`src/rtl/pixel_block_packer_if.sv`:
```
// Handshake bundle between a pixel byte source, the block packer and the DES block sink.
// The packer side uses the slave modport; the source/sink side (bench or neighbours) uses master.
// CNT_W must match the packer's CNT_W so blk_idx widths line up.
interface pixel_block_packer_if #(
  parameter int CNT_W = 16
);
  // Pixel byte stream into the packer.
  logic [7:0]       pix_data;
  logic             pix_valid;
  logic             pix_last;
  logic             pix_ready;
  // 64-bit block stream out of the packer.
  logic [63:0]      blk_data;
  logic             blk_valid;
  logic             blk_ready;
  logic             blk_last;
  logic [2:0]       blk_pad;
  logic [CNT_W-1:0] blk_idx;
  // Partial-block discard pulse.
  logic             err_drop;

  // Environment view: drives pixels in and ready for blocks, observes the rest.
  modport master (
    output pix_data, pix_valid, pix_last, blk_ready,
    input  pix_ready, blk_data, blk_valid, blk_last, blk_pad, blk_idx, err_drop
  );

  // Packer view.
  modport slave (
    input  pix_data, pix_valid, pix_last, blk_ready,
    output pix_ready, blk_data, blk_valid, blk_last, blk_pad, blk_idx, err_drop
  );
endinterface

```
`src/rtl/pixel_block_packer.sv`:
```
// Packs eight 8-bit pixels (first byte -> bits [63:56], DES bit 1) into a 64-bit block with frame tracking.
// Latency: block visible one cycle after its completing byte is accepted when the output slot is free.
// Backpressure: two slots (assembly + output); pix_ready = !asm_full, never depends on pix_valid or blk_ready.
// Build option PIXEL_PACKER_PAD_EN: short final blocks are zero-padded and emitted instead of dropped.
module pixel_block_packer #(
  parameter int CNT_W = 16
) (
  input  logic                  clk,
  input  logic                  rst,
  pixel_block_packer_if.slave   bus
);

  typedef enum logic {
    SLOT_EMPTY = 1'b0,
    SLOT_FULL  = 1'b1
  } slot_e;

  // Assembly register state.
  logic [63:0]      asm_dat_q,  asm_dat_d;
  logic [2:0]       fcnt_q,     fcnt_d;
  logic             asm_full_q, asm_full_d;
  logic             asm_last_q, asm_last_d;
  logic [2:0]       asm_pad_q,  asm_pad_d;

  // Output slot state, registered together so all block fields stay aligned.
  slot_e            slot_q,      slot_d;
  logic [63:0]      slot_dat_q,  slot_dat_d;
  logic             slot_last_q, slot_last_d;
  logic [2:0]       slot_pad_q,  slot_pad_d;
  logic [CNT_W-1:0] idx_q,       idx_d;
  logic             err_q,       err_d;

  // Per-cycle decisions.
  logic             pix_acc;
  logic             blk_cons;
  logic             slot_free;
  logic             byte_full8;
  logic             blk_done;
  logic             blk_drop;
  logic [5:0]       byte_sh;
  logic [63:0]      merged_dat;
  logic [2:0]       pad_new;

  // Decode handshakes and build the block image including the byte being accepted.
  always_comb begin
    pix_acc    = bus.pix_valid && !asm_full_q;
    blk_cons   = (slot_q == SLOT_FULL) && bus.blk_ready;
    // The only combinational dependency on blk_ready: a slot being consumed can be reloaded this edge.
    slot_free  = (slot_q == SLOT_EMPTY) || bus.blk_ready;
    byte_full8 = (fcnt_q == 3'd7);
    // Byte k lands at bits [63-8k -: 8]; a fresh block starts from zero so short blocks pad naturally.
    byte_sh    = 6'd56 - {fcnt_q, 3'b000};
    merged_dat = ((fcnt_q == 3'd0) ? 64'd0 : asm_dat_q) | ({56'd0, bus.pix_data} << byte_sh);
`ifdef PIXEL_PACKER_PAD_EN
    blk_done   = pix_acc && (byte_full8 || bus.pix_last);
    blk_drop   = 1'b0;
    pad_new    = byte_full8 ? 3'd0 : (3'd7 - fcnt_q);
`else
    blk_done   = pix_acc && byte_full8;
    blk_drop   = pix_acc && bus.pix_last && !byte_full8;
    pad_new    = 3'd0;
`endif
  end

  // Next-state for assembly, output slot and frame index.
  always_comb begin
    asm_dat_d   = asm_dat_q;
    fcnt_d      = fcnt_q;
    asm_full_d  = asm_full_q;
    asm_last_d  = asm_last_q;
    asm_pad_d   = asm_pad_q;
    slot_d      = blk_cons ? SLOT_EMPTY : slot_q;
    slot_dat_d  = slot_dat_q;
    slot_last_d = slot_last_q;
    slot_pad_d  = slot_pad_q;
    idx_d       = idx_q;
    err_d       = blk_drop;

    if (pix_acc) begin
      asm_dat_d = merged_dat;
      fcnt_d    = (blk_done || blk_drop) ? 3'd0 : (fcnt_q + 3'd1);
    end

    // A parked block has priority for the slot; while parked no byte can be accepted,
    // so this never coincides with a new completion.
    if (asm_full_q && slot_free) begin
      slot_d      = SLOT_FULL;
      slot_dat_d  = asm_dat_q;
      slot_last_d = asm_last_q;
      slot_pad_d  = asm_pad_q;
      asm_full_d  = 1'b0;
    end else if (blk_done) begin
      if (slot_free) begin
        slot_d      = SLOT_FULL;
        slot_dat_d  = merged_dat;
        slot_last_d = bus.pix_last;
        slot_pad_d  = pad_new;
      end else begin
        asm_full_d  = 1'b1;
        asm_last_d  = bus.pix_last;
        asm_pad_d   = pad_new;
      end
    end

    // Index counts consumed blocks and restarts after the frame's last block.
    if (blk_cons) begin
      idx_d = slot_last_q ? '0 : (idx_q + CNT_W'(1));
    end
    // A discarded tail ends the frame too.
    if (blk_drop) begin
      idx_d = '0;
    end
  end

  // State registers with synchronous reset; reset discards everything silently.
  always_ff @(posedge clk) begin
    if (rst) begin
      asm_dat_q   <= 64'd0;
      fcnt_q      <= 3'd0;
      asm_full_q  <= 1'b0;
      asm_last_q  <= 1'b0;
      asm_pad_q   <= 3'd0;
      slot_q      <= SLOT_EMPTY;
      slot_dat_q  <= 64'd0;
      slot_last_q <= 1'b0;
      slot_pad_q  <= 3'd0;
      idx_q       <= '0;
      err_q       <= 1'b0;
    end else begin
      asm_dat_q   <= asm_dat_d;
      fcnt_q      <= fcnt_d;
      asm_full_q  <= asm_full_d;
      asm_last_q  <= asm_last_d;
      asm_pad_q   <= asm_pad_d;
      slot_q      <= slot_d;
      slot_dat_q  <= slot_dat_d;
      slot_last_q <= slot_last_d;
      slot_pad_q  <= slot_pad_d;
      idx_q       <= idx_d;
      err_q       <= err_d;
    end
  end

  assign bus.pix_ready = !asm_full_q;
  assign bus.blk_valid = (slot_q == SLOT_FULL);
  assign bus.blk_data  = slot_dat_q;
  assign bus.blk_last  = slot_last_q;
  assign bus.blk_pad   = slot_pad_q;
  assign bus.blk_idx   = idx_q;
  assign bus.err_drop  = err_q;

endmodule

```
`src/flat_wrapper.sv`:
```
// flat-port wrapper written by rule: the top's interface ports become plain ports
module pixel_block_packer_flat 
#(
  parameter int CNT_W = 16
)
  (clk, rst, bus_pix_data, bus_pix_valid, bus_pix_last, bus_blk_ready, bus_pix_ready, bus_blk_data, bus_blk_valid, bus_blk_last, bus_blk_pad, bus_blk_idx, bus_err_drop);
  pixel_block_packer_if #(.CNT_W(CNT_W)) bus_i ();
  input  logic clk;
  input  logic rst;
  input wire logic [$bits(bus_i.pix_data)-1:0] bus_pix_data;
  input wire logic [$bits(bus_i.pix_valid)-1:0] bus_pix_valid;
  input wire logic [$bits(bus_i.pix_last)-1:0] bus_pix_last;
  input wire logic [$bits(bus_i.blk_ready)-1:0] bus_blk_ready;
  output wire logic [$bits(bus_i.pix_ready)-1:0] bus_pix_ready;
  output wire logic [$bits(bus_i.blk_data)-1:0] bus_blk_data;
  output wire logic [$bits(bus_i.blk_valid)-1:0] bus_blk_valid;
  output wire logic [$bits(bus_i.blk_last)-1:0] bus_blk_last;
  output wire logic [$bits(bus_i.blk_pad)-1:0] bus_blk_pad;
  output wire logic [$bits(bus_i.blk_idx)-1:0] bus_blk_idx;
  output wire logic [$bits(bus_i.err_drop)-1:0] bus_err_drop;
  assign bus_i.pix_data = bus_pix_data;
  assign bus_i.pix_valid = bus_pix_valid;
  assign bus_i.pix_last = bus_pix_last;
  assign bus_i.blk_ready = bus_blk_ready;
  assign bus_pix_ready = bus_i.pix_ready;
  assign bus_blk_data = bus_i.blk_data;
  assign bus_blk_valid = bus_i.blk_valid;
  assign bus_blk_last = bus_i.blk_last;
  assign bus_blk_pad = bus_i.blk_pad;
  assign bus_blk_idx = bus_i.blk_idx;
  assign bus_err_drop = bus_i.err_drop;
  pixel_block_packer #(.CNT_W(CNT_W)) u_core (.clk(clk), .rst(rst), .bus(bus_i));
endmodule
```
`config.mk`:
```
export PLATFORM = sky130hd
export DESIGN_NAME = pixel_block_packer_flat
export DESIGN_NICKNAME = d
export VERILOG_FILES = /design/src/rtl/pixel_block_packer_if.sv /design/src/rtl/pixel_block_packer.sv /design/src/flat_wrapper.sv
export SDC_FILE = /design/constraint.sdc
export NUM_CORES = 1
export LEC_CHECK = 0
export ABC_CLOCK_PERIOD_IN_PS = 1600
export CORE_ASPECT_RATIO = 0.8
export CORE_MARGIN = 4
export CORE_UTILIZATION = 45
export DETAILED_ROUTE_END_ITERATION = 6
export PLACE_DENSITY_LB_ADDON = 0.2
export SETUP_SLACK_MARGIN = 0.3
export SYNTH_ARGS = -nofsm -noshare
export SYNTH_HDL_FRONTEND = slang
export SYNTH_SLANG_ARGS = --single-unit
```
`constraint.sdc`:
```
create_clock -name clk -period 1.6 [get_ports clk]
set_input_delay 0.32 -clock clk [delete_from_list [all_inputs] [get_ports clk]]
set_output_delay 0.32 -clock clk [all_outputs]
set_load 0.005 [all_outputs]
```
==> results.yml, run 1 <==
worst_setup_path:
  worst_ep_required_time_ps: 1920
  worstPathMaxFanout: 10
  crit_path_capture_type: "flip-flop"
  cp-start-kind: "flip-flop"
  worst-endpoint-arrival_ps: 2130
  criticalPathCategory: "reg -> reg"
timing:
  layout_worst_path_cycle_share: 1.13
  final-hold-violation-count: 0
  postLayoutSetupSlackWorst_ps: -212
  final_setup_violation_count: 138
  fmaxAchievable_ghz: 0.552
  setup-tns-final_ps: -15010
  timing_worst_slew_pin_value_ps: 589
  fin_crit_ps: 1810
  setup_repair_after_global_routing_missed_its_margin: "yes"
  fin_worst_hold_slack_ps: 420
  slew_headroom: 0.607
  fin_skew_ps: 7.83
  final_max_slew_viol_count: 0
layout:
  share_of_final_layout_standard_cells_stronger_than_drive_strength_1: 0.520
  stdcell_count: 1182
  layout-area-overhead-vs-synth_pct: 60.7
  num_antenna_cells: 0
  layout.core_utilization: 0.739
  finalNetCount: 1003
routing:
  wl_per_cell_um: 22.5
  via_count: 7338
  detail_route.drc_violations: 0
  route.detailed.vias_per_inst: 6.21
  antenna_violating_nets_post_route: 0
  drt_first_iter_violations: 878
  postRouteWirelength_um: 26600
  drtPass1Iterations: 5
yosys:
  synthesis.area_um2: 6580
  ys_seq_elements: 152
  synth.yosys.warnings: 0
  synthDistinctLibCells: 43
  synthesis.area_per_instance_um2: 8.49
  synthesis.instances: 774
  sequential_share_of_the_synthesized_area: 0.463
job:
  timing.max_cap.violations: 0
floorplan:
  design.die.area_um2: 16600
  ios: 100
  initial_core_util: 0.460
  rows: 39
  die_width_um: 143
  fp.coreArea_um2: 14300
  dieHeight_um: 116
status:
  failed_checks: "negative setup slack"
  run_status: "finished with violations"
clocking:
  clk_path_buf_depth: 2
  clock_sinks: 152
  clock_latency_ps: 430
  tritoncts: "built"
  htree_levels: 4
  cts_inserted_buffers: 17
  cts-root-buf: "sky130_fd_sc_hd__clkbuf_16"
  worst_setup_hold_path_clk_slew_ps: 60
pwr:
  switchingPower_uw: 2090
  p_seq_frac: 0.438
  leakage_uw: 0.00396
  netSwitchingFraction: 0.240
  ir_worst_vdd_mv: 0.825
  power.density_cell_area_nw_per_um2: 823
  internal_power_contribution_uw: 6610
  clock_power_share: 0.460
  share_comb_of_total_power: 0.101
global_route:
  grt_pass1_vias: 6924
  globalRouteTotalUtil: 0.281
  grt_first_pass_wirelength_um: 36800
  global_route.overflow_total: 0
  antenna_violations_before_repair: 0
  largest_net_degree_at_the_start_of_global_routing: 98
place:
  placedCellCount: 1078
  place.detailed.hpwl_um: 14000
  place_congestion: 0.888
  buffer_ports.inserted: 96
min_path:
  timing.hold.worst.class: "in -> reg"
-- cell families after synthesis --
group | after synthesis | share of synthesized area
multiplexers | 2 | 0.00304
flip-flops | 152 | 0.463
adder cells (fa/ha/maj) | 4 | 0.00761
XOR/XNOR | 10 | 0.0133
buffers and inverters | 90 | 0.0649
AO/OA/AOI/OAI | 207 | 0.237
other | 1 | 0.000570
AND/OR/NAND/NOR | 308 | 0.210
-- synthesized netlist by cell type (all sizes together) --
| cell type | count | area (um^2) |
|---|---|---|
| a211oi | 13 | 97.6 |
| a21oi | 20 | 100 |
| a221oi | 11 | 103 |
| a22oi | 66 | 495 |
| a2bb2oi | 5 | 43.8 |
| a311o | 1 | 10.0 |
| a311oi | 41 | 359 |
| and2 | 9 | 56.3 |
| and4 | 4 | 35.0 |
| buf | 45 | 253 |
| clkbuf | 31 | 121 |
| conb | 1 | 3.75 |
| dfxtp | 152 | 3040 |
| ha | 4 | 50.1 |
| inv | 14 | 52.6 |
| mux2i | 2 | 20.0 |
| nand2 | 54 | 203 |
| nand2b | 5 | 31.3 |
| nand3 | 4 | 20.0 |
| nand4 | 8 | 65.1 |
| nand4b | 1 | 8.76 |
| nor2 | 162 | 611 |
| nor2b | 21 | 139 |
| nor3 | 34 | 170 |
| nor3b | 2 | 20.0 |
| o2111ai | 8 | 70.1 |
| o211ai | 24 | 180 |
| o21ai | 18 | 101 |
| or2 | 1 | 6.26 |
| or3 | 3 | 18.8 |
| xor2 | 10 | 87.6 |
-- final cells by class --
class,count,area (um^2)
Multi-Input combinational cell,535,4040
Fill cell,936,3730
Sequential cell,152,3160
Timing Repair Buffer,266,2490
Clock buffer,22,484
Tap cell,184,230
Clock inverter,9,97.6
Inverter,14,62.6
-- layer usage --
metal / vias up / share of wire / GRT usage
met4: 0 / 0.043 / 0.0975
li1: 3230 / - / -
met3: 106 / 0.090 / 0.0614
met5: - / 0 / 0
met2: 427 / 0.47 / 0.469
met1: 3575 / 0.40 / 0.364
-- worst paths after layout --
check                               start                      end  slack (ps)  cells past startpoint
setup / recovery         u_core.fcnt_q[0]  u_core.bus.blk_data[32]        -210                      9
hold / removal                        rst   u_core.bus.blk_idx[15]         420                      4
setup reg to reg         u_core.fcnt_q[0]  u_core.bus.blk_data[32]        -210                      9
hold reg to reg   u_core.bus.blk_data[11]  u_core.bus.blk_data[11]         490                      2
-- placed cells by master (no fill, tap or decap), types with 11 or more instances in the layout --
cell type and instances:
sky130_fd_sc_hd__buf_12 16, sky130_fd_sc_hd__a311oi_2 29, sky130_fd_sc_hd__inv_1 11, sky130_fd_sc_hd__a22oi_2 65
sky130_fd_sc_hd__o21ai_0 17, sky130_fd_sc_hd__buf_6 20, sky130_fd_sc_hd__nor2_2 17, sky130_fd_sc_hd__buf_4 118
sky130_fd_sc_hd__nor3_1 26, sky130_fd_sc_hd__nor2b_1 17, sky130_fd_sc_hd__buf_2 26, sky130_fd_sc_hd__a311oi_1 12
sky130_fd_sc_hd__nand2_1 53, sky130_fd_sc_hd__dfxtp_2 65, sky130_fd_sc_hd__nor2_1 141, sky130_fd_sc_hd__clkbuf_16 23
sky130_fd_sc_hd__clkdlybuf4s50_1 11, sky130_fd_sc_hd__clkbuf_2 42, sky130_fd_sc_hd__o211ai_1 24, sky130_fd_sc_hd__a21oi_1 18
sky130_fd_sc_hd__dfxtp_1 77
-- critical path, cell delays in order (launching register included) --
cell and delay, ps:
sky130_fd_sc_hd__dfxtp_2 370, sky130_fd_sc_hd__ha_4 150, sky130_fd_sc_hd__ha_4 130, sky130_fd_sc_hd__a21oi_2 50
sky130_fd_sc_hd__buf_4 150, sky130_fd_sc_hd__nor2_4 150, sky130_fd_sc_hd__buf_6 160, sky130_fd_sc_hd__clkbuf_16 190
sky130_fd_sc_hd__nor2_1 70, sky130_fd_sc_hd__a311oi_2 280
-- power groups by stage --
stage                     registers, uW  clock network, uW  logic, uW
after global routing               3810               4210        904
after CTS                          3810               4000        749
after global placement             3900                  0        535
after floorplan                    3900                  0        303
final                              3810               4000        882
after detailed placement           3900                  0        541
-- state kept, by name (all words and copies together) (netlist names) --
register,flops
u_core.bus.blk_idx,16
u_core.bus.blk_valid,1
u_core.asm_full_q,1
u_core.fcnt_q,3
u_core.asm_last_q,1
u_core.bus.blk_data,64
u_core.bus.err_drop,1
u_core.asm_dat_q,64
u_core.bus.blk_last,1
-- metrics by stage --
step	setup WS (ps)	instance area [um^2]	power, uW
4_1_cts	-92.7	10100	8560
5_1_grt	-239	10600	8930
6_report	-212	10600	8700
3_3_place_gp	-385	8370	4440
2_1_floorplan	74.6	6820	4200
3_5_place_dp	-399	8370	4440
-- what timing repair did --
item / in CTS / in global routing
resized for setup: 384 / 161
setup endpoints to repair: 233 / 217
pin swaps: 28 / 58
buffers inserted: 27 / 28
cloned: 10 / 8
hold endpoints to repair: 0 / 0
hold buffers: 0 / 0
Note: power is estimated with default switching activity, not from simulation.
==> run 2: changes to the inputs <==
--- a/config.mk
+++ b/config.mk
@@ -7,7 +7,7 @@
 export LEC_CHECK = 0
 export ABC_CLOCK_PERIOD_IN_PS = 1600
 export CORE_ASPECT_RATIO = 0.8
-export CORE_MARGIN = 4
+export CORE_MARGIN = 2
 export CORE_UTILIZATION = 45
 export DETAILED_ROUTE_END_ITERATION = 6
 export PLACE_DENSITY_LB_ADDON = 0.2
@@ -15,3 +15,4 @@
 export SYNTH_ARGS = -nofsm -noshare
 export SYNTH_HDL_FRONTEND = slang
 export SYNTH_SLANG_ARGS = --single-unit
+export TNS_END_PERCENT = 100
==> run 2 against run 1 <==
Net effect:
- the flow still finishes with violations (negative setup slack)
- combinational power fell by 5.1%
- clock skew increased by 1.7 ps
- sequential share of layout area down 0.25 points
- cell count is 1.5% lower
- critical path type unchanged
- critical endpoint is now u_core.bus.blk_data[31]
==> results.yml, run 2 (same netlist as run 1, synthesis figures left out) <==
timing:
  postLayoutSetupSlackWorst_ps: -238
  fmaxAchievable_ghz: 0.544
  fin_crit_ps: 1840
  fin_skew_ps: 9.48
  layout_worst_path_cycle_share: 1.15
  slew_headroom: 0.414
  final_max_slew_viol_count: 0
  final_setup_violation_count: 129
  final-hold-violation-count: 0
  setup_repair_after_global_routing_missed_its_margin: "yes"
  timing_worst_slew_pin_value_ps: 874
min_path:
  timing.hold.worst.class: "in -> reg"
  hold-path-cell-count: 2
status:
  run_status: "finished with violations"
  failed_checks: "negative setup slack"
floorplan:
  initial_core_util: 0.460
  design.die.area_um2: 15600
  fp.coreArea_um2: 14300
  ios: 100
  die_width_um: 139
  dieHeight_um: 112
  rows: 39
layout:
  stdcell_count: 1164
  most-common-layout-cells: "sky130_fd_sc_hd__nor2_1 (145), sky130_fd_sc_hd__buf_4 (105), sky130_fd_sc_hd__dfxtp_1 (101)"
  mostFrequentLayoutCell: "sky130_fd_sc_hd__nor2_1"
  finalNetCount: 985
  share_of_final_layout_standard_cells_stronger_than_drive_strength_1: 0.424
  final_area_um2: 10600
  num_antenna_cells: 0
  layout-area-overhead-vs-synth_pct: 60.9
  layout.core_utilization: 0.740
routing:
  postRouteWirelength_um: 24800
  antenna_violating_nets_post_route: 0
  route.detailed.vias_per_inst: 6.14
  wl_per_cell_um: 21.3
  drtPass1Iterations: 5
  detail_route.drc_violations: 0
  drt_first_iter_violations: 863
  via_count: 7149
worst_setup_path:
  worst_ep_required_time_ps: 1910
  crit_path_capture_type: "flip-flop"
  worstSetupPathDepth: 9
  crit_path_max_incr_delay_ps: 360
  timing.critical_path.slowest_stage_cell: "sky130_fd_sc_hd__dfxtp_4"
  reg2reg_slack_ps: -240
  worst-endpoint-arrival_ps: 2150
  r2r_cells: 9
  cp-start-kind: "flip-flop"
  criticalPathCategory: "reg -> reg"
  critical_path_buf_inv_count: 4
  worstPathCellList: "ha_4 -> ha_4 -> a21oi_4 -> buf_6 -> nor2_4 -> buf_12 -> clkbuf_16 -> buf_6 -> a311oi_1"
  worstPathMaxFanout: 12
  timing.critical_path.max_delay_family: "buffers and inverters"
global_route:
  globalRouteTotalUtil: 0.263
  grt_pass1_vias: 6287
  antenna_violations_before_repair: 0
  global_route.overflow_total: 0
  largest_net_degree_at_the_start_of_global_routing: 136
  grt_first_pass_wirelength_um: 32900
place:
  detailed_place.area_um2: 8500
  placedCellCount: 1087
  buffer_ports.inserted: 96
  place.detailed.hpwl_um: 13400
  place_congestion: 0.890
clocking:
  clock_latency_ps: 430
  worst_setup_hold_path_clk_slew_ps: 60
  htree_levels: 4
  tritoncts: "built"
  clk_path_buf_depth: 2
  cts-root-buf: "sky130_fd_sc_hd__clkbuf_16"
  cts_inserted_buffers: 17
  clock_sinks: 152
pwr:
  power.density_cell_area_nw_per_um2: 835
  ir_worst_vdd_mv: 1.21
  leakage_uw: 0.00444
job:
  timing.max_cap.violations: 0
run 2: cell count changes in the layout (fill, tap and decap cells not counted), sizes merged:
cell / change
buf: -43
bufinv: +1
clkbuf: -15
clkdlybuf4s15: +5
clkinv: -3
dlymetal6s2s: +37
run 2: cell type report:
type / instances / area (um^2)
clock inverter: 7 / 116
fill: 955 / 3720
sequential: 152 / 3140
clock buffer: 24 / 492
timing repair buffer: 248 / 2580
multi-input combinational: 535 / 3960
inverter: 14 / 65.1
tap: 184 / 230
run 2: metrics by stage:
step | worst slack, ps | setup TNS (ps) | power [uW] | hold slack (ps)
floorplan | 74.6 | 0 | 4200 | 461
global placement | -389 | -36730 | 4470 | 462
detailed placement | -373 | -42000 | 4480 | 481
CTS | -77.3 | -3790 | 8610 | 111
global route | -283 | -18220 | 9050 | 127
finish | -238 | -12070 | 8830 | 130
run 2: repair_timing:
item / in CTS / in global routing
endpoints found under the setup margin: 233 / 223
resized for setup: 176 / 213
pin swaps: 4 / 51
buffers inserted: 21 / 6
gates cloned: 2 / 17
hold buffers: 0 / 0
run 2: worst reg2reg max path: cells and delay by family (launching register included):
kind | cells | cell delay, ps
DFF | 1 | 360
and+or+nand+nor | 1 | 40
AOI/OAI and AO/OA | 2 | 410
adders and majority gates | 2 | 320
buffers and inverters | 4 | 580
run 2: power by group:
group          switching (uW)  total (uW)  internal (uW)
Sequential               22.6        3810           3780
Clock                    1580        4190           2610
Combinational             477         837            360
run 2: path summary, 6_finish.rpt:
| check | from | end |
|---|---|---|
| worst max-delay path | u_core.fcnt_q[1] | u_core.bus.blk_data[31] |
| worst min-delay path | rst | u_core.bus.err_drop |
| worst max register to register | u_core.fcnt_q[1] | u_core.bus.blk_data[31] |
| worst min register to register | u_core.bus.blk_data[0] | u_core.bus.blk_data[0] |
run 2: metal layers:
layer | GRT usage | up-vias | share of wire
li1 | - | 3187 | -
met1 | 0.357 | 3460 | 0.41
met2 | 0.412 | 421 | 0.47
met3 | 0.0584 | 81 | 0.083
met4 | 0.107 | 0 | 0.031
met5 | 0 | - | 0
